<file path="config.mk">
export PLATFORM = sky130hd
export DESIGN_NAME = imem_readback
export DESIGN_NICKNAME = d
export VERILOG_FILES = /design/src/rtl/imem_readback.sv
export SDC_FILE = /design/constraint.sdc
export NUM_CORES = 1
export LEC_CHECK = 0
export CAP_MARGIN = 0
export CELL_PAD_IN_SITES_DETAIL_PLACEMENT = 2
export CELL_PAD_IN_SITES_GLOBAL_PLACEMENT = 2
export CORE_AREA = 8 8 227 142
export CTS_BUF_LIST = sky130_fd_sc_hd__clkbuf_4 sky130_fd_sc_hd__clkbuf_8
export DETAILED_ROUTE_END_ITERATION = 10
export DIE_AREA = 0 0 235 150
export PLACE_DENSITY_LB_ADDON = 0.1
export SYNTH_ARGS = -nofsm -noshare
export SYNTH_HDL_FRONTEND = slang
export SYNTH_SLANG_ARGS = --single-unit
</file>
<file path="constraint.sdc">
create_clock -name clk -period 2.4 [get_ports clk]
set_input_delay 0.24 -clock clk [delete_from_list [all_inputs] [get_ports clk]]
set_output_delay 0.24 -clock clk [all_outputs]
set_load 0.005 [all_outputs]
</file>
<file path="src/rtl/imem_readback.sv">
// rtl/imem_readback.sv - sequential instruction RAM read-back engine streaming words out
// Optional IMEM_READBACK_CHECKSUM_EN adds a running checksum output over accepted words.
module imem_readback #(
    parameter int AW         = 32,
    parameter int DW         = 32,
    parameter int RD_LATENCY = 1
) (
    input  logic          clk,
    input  logic          reset,
    input  logic          start,
    input  logic [AW-1:0] base,
    input  logic [AW-1:0] count,
    output logic [AW-1:0] mem_addr,
    input  logic [DW-1:0] mem_data,
    output logic          mem_read,
    output logic          mem_write,
    output logic          mem_oe,
    output logic [DW-1:0] out_data,
    output logic [AW-1:0] out_addr,
    output logic          out_valid,
    input  logic          out_ready,
    output logic          busy,
    output logic          done
`ifdef IMEM_READBACK_CHECKSUM_EN
    ,
    output logic [DW-1:0] checksum
`endif
);

    typedef enum logic [2:0] {
        S_IDLE,
        S_ISSUE,
        S_WAIT,
        S_HOLD,
        S_DONE
    } state_t;

    // Last WAIT count value; unused when the RAM answers within the issue cycle.
    localparam logic [3:0]    LAT_LAST = (RD_LATENCY > 0) ? 4'(RD_LATENCY - 1) : 4'd0;
    localparam logic [AW-1:0] ONE      = AW'(1);

    state_t        state_q, state_d;
    logic [AW-1:0] addr_q, addr_d;
    logic [AW-1:0] remaining_q, remaining_d;
    logic [AW-1:0] out_addr_q, out_addr_d;
    logic [DW-1:0] out_data_q, out_data_d;
    logic [3:0]    wait_q, wait_d;
    logic          capture;
    logic          handshake;

    always_comb begin
        state_d     = state_q;
        addr_d      = addr_q;
        remaining_d = remaining_q;
        wait_d      = wait_q;
        capture     = 1'b0;
        handshake   = (state_q == S_HOLD) && out_ready;

        case (state_q)
            S_IDLE: begin
                if (start) begin
                    if (count != '0) begin
                        addr_d      = base;
                        remaining_d = count;
                        state_d     = S_ISSUE;
                    end else begin
                        state_d = S_DONE;
                    end
                end
            end
            S_ISSUE: begin
                wait_d = '0;
                if (RD_LATENCY == 0) begin
                    capture = 1'b1;
                    state_d = S_HOLD;
                end else begin
                    state_d = S_WAIT;
                end
            end
            S_WAIT: begin
                wait_d = wait_q + 4'd1;
                if (wait_q == LAT_LAST) begin
                    capture = 1'b1;
                    state_d = S_HOLD;
                end
            end
            S_HOLD: begin
                if (handshake) begin
                    if (remaining_q != ONE) begin
                        addr_d      = addr_q + ONE;
                        remaining_d = remaining_q - ONE;
                        state_d     = S_ISSUE;
                    end else begin
                        state_d = S_DONE;
                    end
                end
            end
            S_DONE: begin
                state_d = S_IDLE;
            end
            default: begin
                state_d = S_IDLE;
            end
        endcase
    end

    // mem_data is only looked at on the capture edge so idle-bus X never reaches out_data.
    always_comb begin
        out_data_d = out_data_q;
        out_addr_d = out_addr_q;
        if (capture) begin
            out_data_d = mem_data;
            out_addr_d = addr_q;
        end
    end

    always_ff @(posedge clk) begin
        if (!reset) begin
            state_q     <= S_IDLE;
            addr_q      <= '0;
            remaining_q <= '0;
            wait_q      <= '0;
            out_data_q  <= '0;
            out_addr_q  <= '0;
        end else begin
            state_q     <= state_d;
            addr_q      <= addr_d;
            remaining_q <= remaining_d;
            wait_q      <= wait_d;
            out_data_q  <= out_data_d;
            out_addr_q  <= out_addr_d;
        end
    end

    assign mem_addr  = addr_q;
    assign mem_read  = (state_q == S_ISSUE) || (state_q == S_WAIT);
    assign mem_oe    = (state_q == S_ISSUE) || (state_q == S_WAIT);
    assign mem_write = 1'b1;
    assign out_data  = out_data_q;
    assign out_addr  = out_addr_q;
    assign out_valid = (state_q == S_HOLD);
    assign busy      = (state_q == S_ISSUE) || (state_q == S_WAIT) || (state_q == S_HOLD);
    assign done      = (state_q == S_DONE);

`ifdef IMEM_READBACK_CHECKSUM_EN
    logic [DW-1:0] checksum_q, checksum_d;

    always_comb begin
        checksum_d = checksum_q;
        if ((state_q == S_IDLE) && start) begin
            checksum_d = '0;
        end else if (handshake) begin
            checksum_d = checksum_q + out_data_q;
        end
    end

    always_ff @(posedge clk) begin
        if (!reset) begin
            checksum_q <= '0;
        end else begin
            checksum_q <= checksum_d;
        end
    end

    assign checksum = checksum_q;
`endif

endmodule

</file>
# Yosys cells after proc, flatten, opt, wreduce, memory -nomap -nowiden
# Index checks and enable logic that the tools add are counted.
dict set report word_totals {
  register_bits 135
  input_bits 100
  output_inout_bits 102
  elab_cells 48
}
dict set report classes {
  add_sub_neg 3
  eq_ne 10
  n_mux 19
  reduce_logical 10
}
# op n
set op_table {}
lappend op_table {{two-way mux 32 bit} 8}
lappend op_table {{case mux 32 bit (2 select lines)} 2}
lappend op_table {{adder 32 x 1 -> 32 bit (second input constant)} 1}
lappend op_table {{!= test 32 x 1 -> 1 bit (second input constant)} 1}
lappend op_table {{nonzero test 32 bit} 1}
lappend op_table {{subtractor 32 x 1 -> 32 bit (second input constant)} 1}
lappend op_table {{two-way mux 3 bit} 5}
lappend op_table {{case mux 3 bit (4 select lines)} 1}
lappend op_table {{case mux 4 bit (2 select lines)} 1}
lappend op_table {{equality test 3 x 2 -> 1 bit (second input constant)} 2}
lappend op_table {{!= test 2 bit (second input constant)} 3}
lappend op_table {{AND reduction 5 bit} 1}
lappend op_table {{adder 4 x 1 -> 4 bit (second input constant)} 1}
lappend op_table {{zero test 4 bit} 1}
lappend op_table {{!= test 2 x 1 -> 1 bit (second input constant)} 2}
lappend op_table {{nonzero test 2 bit} 2}
lappend op_table {{equality test 3 x 1 -> 1 bit (second input constant)} 1}
lappend op_table {{equality test 3 bit (second input constant)} 1}
lappend op_table {{zero test 3 bit} 1}
lappend op_table {{AND reduction 3 bit} 1}
lappend op_table {{logical OR 1 bit} 2}
lappend op_table {{two-way mux 1 bit} 2}
lappend op_table {{logical AND 1 bit} 1}

# Depth between registers and ports, before layout
# Gate-level depths: netlist of the first run.
dict set report logic_depth {
  word_depth 4
  ltp_mapped 10
  ltp_nobuf 8
}

# Least setup slack after synthesis of the first run
# OpenSTA, ideal clock, no wires.
dict set report synth_timing {
  kind {flip-flop to flip-flop}
  from {register remaining_q[0]}
  to {register remaining_q[16]}
  setup_time_ns 0.119
  t_arrival_ns 2.149
  required_time_ns 2.281
  setup_slack_ns 0.133
  stages_incl_launch_ff 9
  n_path_buf 1
  synth_period_minus_slack_ns 2.267
  path_cell_list {dfxtp_1 -> inv_1 -> ha_1 -> or3b_2 -> clkbuf_1 -> or4_1 -> nor3_1 -> a31oi_1 -> o221a_1}
}
dict set report synth_between {
  elab_chain_cells 4
  word_cells_on_any_way 7
  classes_between {1 x add/sub; 2 x eq/ne; 3 x mux; 1 x reduce/logical}
}
# item line_no
set synth_rtl {}
lappend synth_rtl {{start: declaration} 44} ;# logic [AW-1:0] remaining_q, remaining_d;
lappend synth_rtl {{start signal: assignment} 128} ;# remaining_q <= remaining_d;
lappend synth_rtl {{subtractor 32 x 1 -> 32 bit} 91} ;# remaining_d = remaining_q - ONE;
lappend synth_rtl {{two-way mux 32 bit} 89} ;# if (remaining_q != ONE) begin
lappend synth_rtl {{two-way mux 32 bit} 88} ;# if (handshake) begin
lappend synth_rtl {{case mux 32 bit (2 select lines)} 59} ;# case (state_q)
# Several ways; a longest one is shown, not always the timed one. The select of a mux whose other input is x is not followed.
# A chain may end at the register's enable or synchronous reset.

# Worst setup path in the final report of the first run
dict set report layout_timing {
  from {register remaining_q[8]}
  to {register remaining_q[28]}
}
# The elaborated chain is that of the path after synthesis.

==> results of run 1 <==
-- flip-flops by register name, summed over array words and instances, names as in the netlist --
| name | flops |
|---|---|
| mem_addr | 32 |
| out_addr | 32 |
| state_q | 3 |
| remaining_q | 32 |
| wait_q | 4 |
| out_data | 32 |
-- how the worst max path moves through the flow --
stage	from	to	slack, ps	cells after the start
4_1_cts	remaining_q[0]	remaining_q[28]	20	10
2_1_floorplan	remaining_q[0]	remaining_q[16]	130	8
5_1_grt	mem_addr[10]	mem_addr[23]	0.4	6
3_5_place_dp	count[4]	remaining_q[1]	-170	8
3_3_place_gp	count[3]	mem_addr[24]	-100	8
6_report	remaining_q[8]	remaining_q[28]	90	8
-- synth_stat cells, drive strengths merged, types with 2 or more instances --
library cell  number
o311ai             3
nand2            219
buf               18
o21a               2
a22oi              4
nand4              7
a31oi             17
clkbuf            57
o21bai             2
o32ai              9
nor3b              3
o31ai             22
nor4              21
nand2b             8
or2                3
inv               12
o221a             12
o41ai              6
nor3              24
a22o               2
or4                7
a32oi              3
a31o               4
a41oi              6
nor2              77
a21oi            124
o211a              2
and3               5
a211oi             7
or3                6
and2               3
nand3             29
ha                 5
o21ai             35
mux2i              2
and4               4
nand4b             2
a311oi             2
dfxtp            135
o211ai             8
clkinv             2
-- cell type report --
class	instances	area, um2
fill	3332	18700
timing repair buffer	305	2930
inverter	14	53.8
sequential	135	2700
clock inverter	13	180
tap	382	478
clock buffer	19	249
multi-input combinational	708	3850
-- cells in the final DEF (no fill, tap or decap), types with 5 or more instances in the layout --
cell type,synthesis,routed
o21ai_1,19,19
buf_12,0,8
nand4_1,7,7
a41oi_1,6,6
nor3_1,24,22
a211oi_1,7,7
clkinv_2,0,5
nand2_1,219,217
o31ai_1,22,22
o32ai_1,9,8
buf_4,2,93
o211ai_1,8,8
o221a_1,12,12
o21ai_0,16,16
nor4_1,15,15
ha_1,5,5
nand3_1,28,27
dfxtp_1,135,134
clkbuf_8,0,17
nor2_1,77,77
clkdlybuf4s50_1,0,199
inv_1,11,10
nor4_2,6,5
or4_1,7,5
nand2b_1,8,8
a31oi_1,17,17
o41ai_1,6,6
a21oi_1,124,124
-- repair_timing --
action,in CTS,in global routing
pin swaps,3,1
gates cloned,1,0
endpoints found under the setup margin,13,59
resized for setup,5,16
-- power by group --
group / leakage (nW) / internal, mW / switching (mW)
combinational: 2.47 / 1.13 / 1.23
clock: 0.212 / 1.15 / 1.02
sequential: 1.10 / 2.45 / 0.196
-- cells by family after synthesis --
family / count (synthesis)
buffers and inverters: 89
and+or+nand+nor: 422
xor gates and xnor gates: 1
muxes: 2
AOI/OAI and AO/OA: 277
other: 1
DFF: 135
adders and majority gates: 5
-- tightest hold or removal path, stage by stage --
cell and delay [ps]:
clkdlybuf4s50_1 400, nand2_1 60, a21oi_1 50
-- per-layer routing --
| metal | track usage [%] | share of wire, % | vias up |
|---|---|---|---|
| met2 | 28.6 | 45 | 122 |
| met5 | 0 | 0.037 | - |
| li1 | - | - | 3840 |
| met1 | 24.6 | 48 | 3884 |
| met3 | 5.15 | 5.2 | 21 |
| met4 | 4.21 | 1.2 | 2 |
-- stage by stage --
stage / setup slack [ps] / hold WS, ps / total power [mW] / TNS (ps) / cell area [um2]
after floorplan: 133 / 357 / 3.70 / 0 / 6840
final: 94.3 / 307 / 7.17 / 0 / 10400
after detailed placement: -170 / 449 / 5.01 / -4090 / 9910
after global routing: 0.386 / 271 / 7.62 / 0 / 10400
after global placement: -101 / 442 / 4.97 / -2050 / 9910
after CTS: 20.1 / 257 / 7.26 / 0 / 10400
==> results.sh, run 1 <==
export IMPL_numPortBuffers=200
export IMPL_hold_viol=0
export IMPL_drc=0
export IMPL_synth_top_flop_cell="dfxtp_1"
export IMPL_cts_made_buffers=17
export IMPL_num_io_pins=202
export IMPL_syn_avg_cell_area_um2=7.34
export IMPL_synthMuxAreaShare_pct=0.293
export IMPL_crit_type="reg2reg"
export IMPL_die_x_um=235
export IMPL_leakage_nw=3.78
export IMPL_hp_start="mem_data[16]"
export IMPL_min_period_ps=2310
export IMPL_yosys_area_share_simple_pct=28.1
export IMPL_die_area_mm2=0.0353
export IMPL_slowest_stage="or4_1"
export IMPL_maxSlewViolCount=0
export IMPL_relSlewSlack_pct=50.0
export IMPL_critPathLaunchType="flip-flop"
export IMPL_rows=49
export IMPL_place_congestion=0.749
export IMPL_via_per_inst=4.99
export IMPL_path_delay_family="simple AND/OR/NAND/NOR gates"
export IMPL_async_flop_share_pct=0
export IMPL_fin_cells=1576
export IMPL_dp_hpwl_um=23800
export IMPL_globalRouteOverflowTotal=0
export IMPL_irDropWorstVdd_mv=0.272
export IMPL_ys_warn_count=0
export IMPL_ys_ff_latch=135
export IMPL_core_area_mm2=0.0291
export IMPL_antenna_left=0
export IMPL_clk_path_buf_depth=2
export IMPL_diodes=0
export IMPL_final_layout_size_suffix_gt1_share_pct=14.1
export IMPL_grt_pass1_wl_um=50400
export IMPL_synth_xor_area_share_pct=0.128
export IMPL_path_max_fanout=5
export IMPL_slowest_delay_ps=610
export IMPL_reg2reg_from="remaining_q[8]"
export IMPL_synth_yosys_seq_area_share_pct=39.5
export IMPL_crit_chain="or4_1, nor4_2, buf_4, buf_4, nand2_1, o31ai_1, nand3_1, nand2_1"
export IMPL_worst_clock_skew_ps=14.6
export IMPL_max_freq_mhz=434
export IMPL_worstPathRequired_ps=2820
export IMPL_clk_latency_ps=470
export IMPL_cts_sinks=135
export IMPL_grt_pass1_vias=8437
export IMPL_synth_compound_area_share_pct=25.8
export IMPL_holdPathStages=3
export IMPL_synth_area_leader_cell="dfxtp_1"
export IMPL_synth_nets=1037
export IMPL_synth_top_family_by_area="simple AND/OR/NAND/NOR gates"
export IMPL_rsz0062_at_grt="true"
export IMPL_root_buffer="clkbuf_8"
export IMPL_htree_levels=4
export IMPL_initialDrtViolationCount=419
export IMPL_areaGrowthSynthToFinish_pct=52.8
export IMPL_cts_hold_buffers=0
export IMPL_syn_inst=932
export IMPL_start_util_pct=23.5
export IMPL_final_util_pct=35.9
export IMPL_nNetsFinal=1286
export IMPL_ff2ff_setup_slack_ps=90
export IMPL_setup_viol=0
export IMPL_wl_per_cell_um=20.7
export IMPL_power_density_mw_per_mm2=687
export IMPL_period_share_pct=96.1
export IMPL_synth_edf_count=0
export IMPL_synth_area_leaders="dfxtp_1 (40%), nand2_1 (12%), a21oi_1 (9.1%), nor2_1 (4.2%), clkbuf_1 (3.1%)"
export IMPL_yosys_area_share_adder_pct=0.915
export IMPL_ys_types=63
export IMPL_via_count=7869
export IMPL_dp_cells=1543
export IMPL_synth_top_area_share_pct=39.5
export IMPL_post_cts_buffers=0
export IMPL_min_path_type="in2reg"
export IMPL_grt_max_degree=98
export IMPL_synth_cell_area_mm2=0.00684
export IMPL_hold_end="out_data[16]"
export IMPL_wl_um=32600
export IMPL_tightest_slew_ps=750
export IMPL_grt_antenna_before_repair=1
export IMPL_maxCapViolations=0
export IMPL_status="finished, final reports clean"
export IMPL_drtPass1Iterations=5
export IMPL_cp_end_kind="flip-flop"
export IMPL_tritoncts="built"
export IMPL_cp_buffers_inverters=2
export IMPL_arrival_ps=2720
export IMPL_dieHeight_um=150
export IMPL_cts_clk_slew_worst_paths_ps=90
export IMPL_rr_worst_depth=8
export IMPL_r2r_end="remaining_q[28]"
export IMPL_groute_usage_overall_pct=18.2
No activity file was read; power rests on OpenSTA's default activity.
==> inputs of run 2 (changes only) <==
Settings changed: CORE_AREA 8 8 227 142 to 8 8 178 180, DIE_AREA 0 0 235 150 to 0 0 186 188.
==> results.sh, run 2 (synthesis gave the netlist of run 1 again) <==
export IMPL_status="finished, final reports clean"
export IMPL_core_area_mm2=0.0290
export IMPL_pwr_share_comb_pct=32.0
export IMPL_period_share_pct=94.3
export IMPL_via_count=7782
export IMPL_met1Wirelength_um=14400
export IMPL_nNetsFinal=1278
export IMPL_postLayoutSetupSlackWorst_ps=136
export IMPL_p_int_mw=4.60
export IMPL_place_congestion=0.734
export IMPL_cp_end_kind="flip-flop"
export IMPL_tritoncts="built"
export IMPL_leakage_nw=3.72
export IMPL_num_io_pins=202
export IMPL_pre_cts_ws_ps=-326
export IMPL_clk_path_buf_depth=2
export IMPL_root_buffer="clkbuf_8"
export IMPL_arrival_ps=2580
export IMPL_dieHeight_um=188
export IMPL_drtPass1Iterations=4
export IMPL_power_density_mw_per_mm2=674
export IMPL_diodes=0
export IMPL_final_layout_size_suffix_gt1_share_pct=13.6
export IMPL_path_max_fanout=4
export IMPL_die_x_um=186
export IMPL_critPathLaunchType="flip-flop"
export IMPL_groute_usage_overall_pct=16.7
export IMPL_power_switching_mw=2.38
export IMPL_finalInstanceArea_mm2=0.0103
export IMPL_grt_antenna_before_repair=0
export IMPL_whs_ps=316
export IMPL_wl_um=29400
export IMPL_maxSlewViolCount=0
export IMPL_start_util_pct=23.6
export IMPL_clk_latency_ps=460
export IMPL_irDropWorstVdd_mv=0.284
export IMPL_dp_hpwl_um=21100
export IMPL_grt_pass1_vias=8249
export IMPL_worst_clock_skew_ps=17.3
export IMPL_routed_top_layer="met4"
export IMPL_wl_per_cell_um=18.7
export IMPL_wl_met2_um=13600
export IMPL_areaGrowthSynthToFinish_pct=51.3
export IMPL_via_per_inst=4.94
export IMPL_final_common_cell="nand2_1"
export IMPL_dp_cells=1543
export IMPL_worstPathRequired_ps=2720
export IMPL_tightest_slew_ps=769
export IMPL_wl_met3_um=1080
export IMPL_die_area_mm2=0.0350
export IMPL_maxCapViolations=0
export IMPL_crit_type="reg2reg"
export IMPL_rows=63
export IMPL_htree_levels=4
export IMPL_switching_share_pct=34.1
export IMPL_clkPwrFrac_pct=30.1
export IMPL_drc=0
export IMPL_globalRouteOverflowTotal=0
export IMPL_grt_max_degree=122
export IMPL_setup_viol=0
export IMPL_mostFrequentLayoutCells="nand2_1 (218), clkdlybuf4s50_1 (199), dfxtp_1 (131)"
export IMPL_fin_cells=1576
export IMPL_hold_viol=0
export IMPL_placed_cell_area_mm2=0.00987
export IMPL_final_util_pct=35.7
export IMPL_max_freq_mhz=442
export IMPL_min_period_ps=2260
export IMPL_seqPwrFrac_pct=37.9
export IMPL_initialDrtViolationCount=320
export IMPL_relSlewSlack_pct=48.7
export IMPL_numPortBuffers=200
export IMPL_cts_sinks=135
export IMPL_cts_made_buffers=17
export IMPL_grt_pass1_wl_um=46800
export IMPL_antenna_left=0
export IMPL_min_path_type="in2reg"
export IMPL_cts_clk_slew_worst_paths_ps=90
[run 2: cell count changes in the layout (fill, tap and decap cells not counted), sizes merged]
cell / change
buf: -7
bufbuf: -1
bufinv: -1
clkinv: -3
clkinvlp: -1
inv: +5
[run 2: layout make-up]
type | count | area [um2]
fillers | 3403 | 18700
repair buffers | 297 | 2840
multi-input cells | 708 | 3840
flip-flops and latches | 135 | 2710
well taps | 390 | 488
inverters | 14 | 55.1
clock buffers | 19 | 249
clock inverters | 13 | 171
[run 2: worst max-delay path, stage by stage, from the launching register on]
cell	delay, ps
dfxtp_1	340
inv_1	110
ha_1	180
or3b_2	500
or4_4	470
buf_4	160
nor2_1	80
nor2_1	50
o21ai_1	160
a21oi_1	80
[run 2: worst paths after layout]
| path | startpoint | endpoint | slack (ps) | cells past startpoint |
|---|---|---|---|---|
| setup reg to reg | remaining_q[1] | remaining_q[14] | 140 | 9 |
| hold reg to reg | out_addr[21] | out_addr[21] | 460 | 2 |
| hold / removal | mem_data[0] | out_data[0] | 320 | 3 |
| setup / recovery | remaining_q[1] | remaining_q[14] | 140 | 9 |
[run 2: routing by layer]
layer	vias to the layer above	track usage (%)
li1	3815	-
met1	3786	22.4
met2	158	27.1
met3	23	3.10
met4	0	4.03
met5	-	0
[run 2: what timing repair did]
| action | in CTS | in global routing |
|---|---|---|
| buffers inserted | 0 | 1 |
| setup endpoints to repair | 6 | 33 |
| gates resized for setup | 5 | 11 |
| gates cloned | 0 | 0 |
| pin swaps | 0 | 2 |
| hold buffers | 0 | 0 |
[run 2: metrics by stage]
stage / setup TNS, ps / power [mW]
finish: 0 / 6.98
global route: -1.83 / 7.43
CTS: 0 / 7.11
detailed placement: -12610 / 4.95
global placement: -8910 / 4.90
floorplan: 0 / 3.70
[run 2: power by group through the flow]
| stage | Sequential [mW] | Combinational [mW] | Clock, mW |
|---|---|---|---|
| final | 2.64 | 2.23 | 2.10 |
| after global routing | 2.68 | 2.46 | 2.29 |
| after global placement | 2.69 | 2.22 | 0 |
| after detailed placement | 2.69 | 2.25 | 0 |
| after CTS | 2.64 | 2.27 | 2.19 |
| after floorplan | 2.68 | 1.01 | 0 |
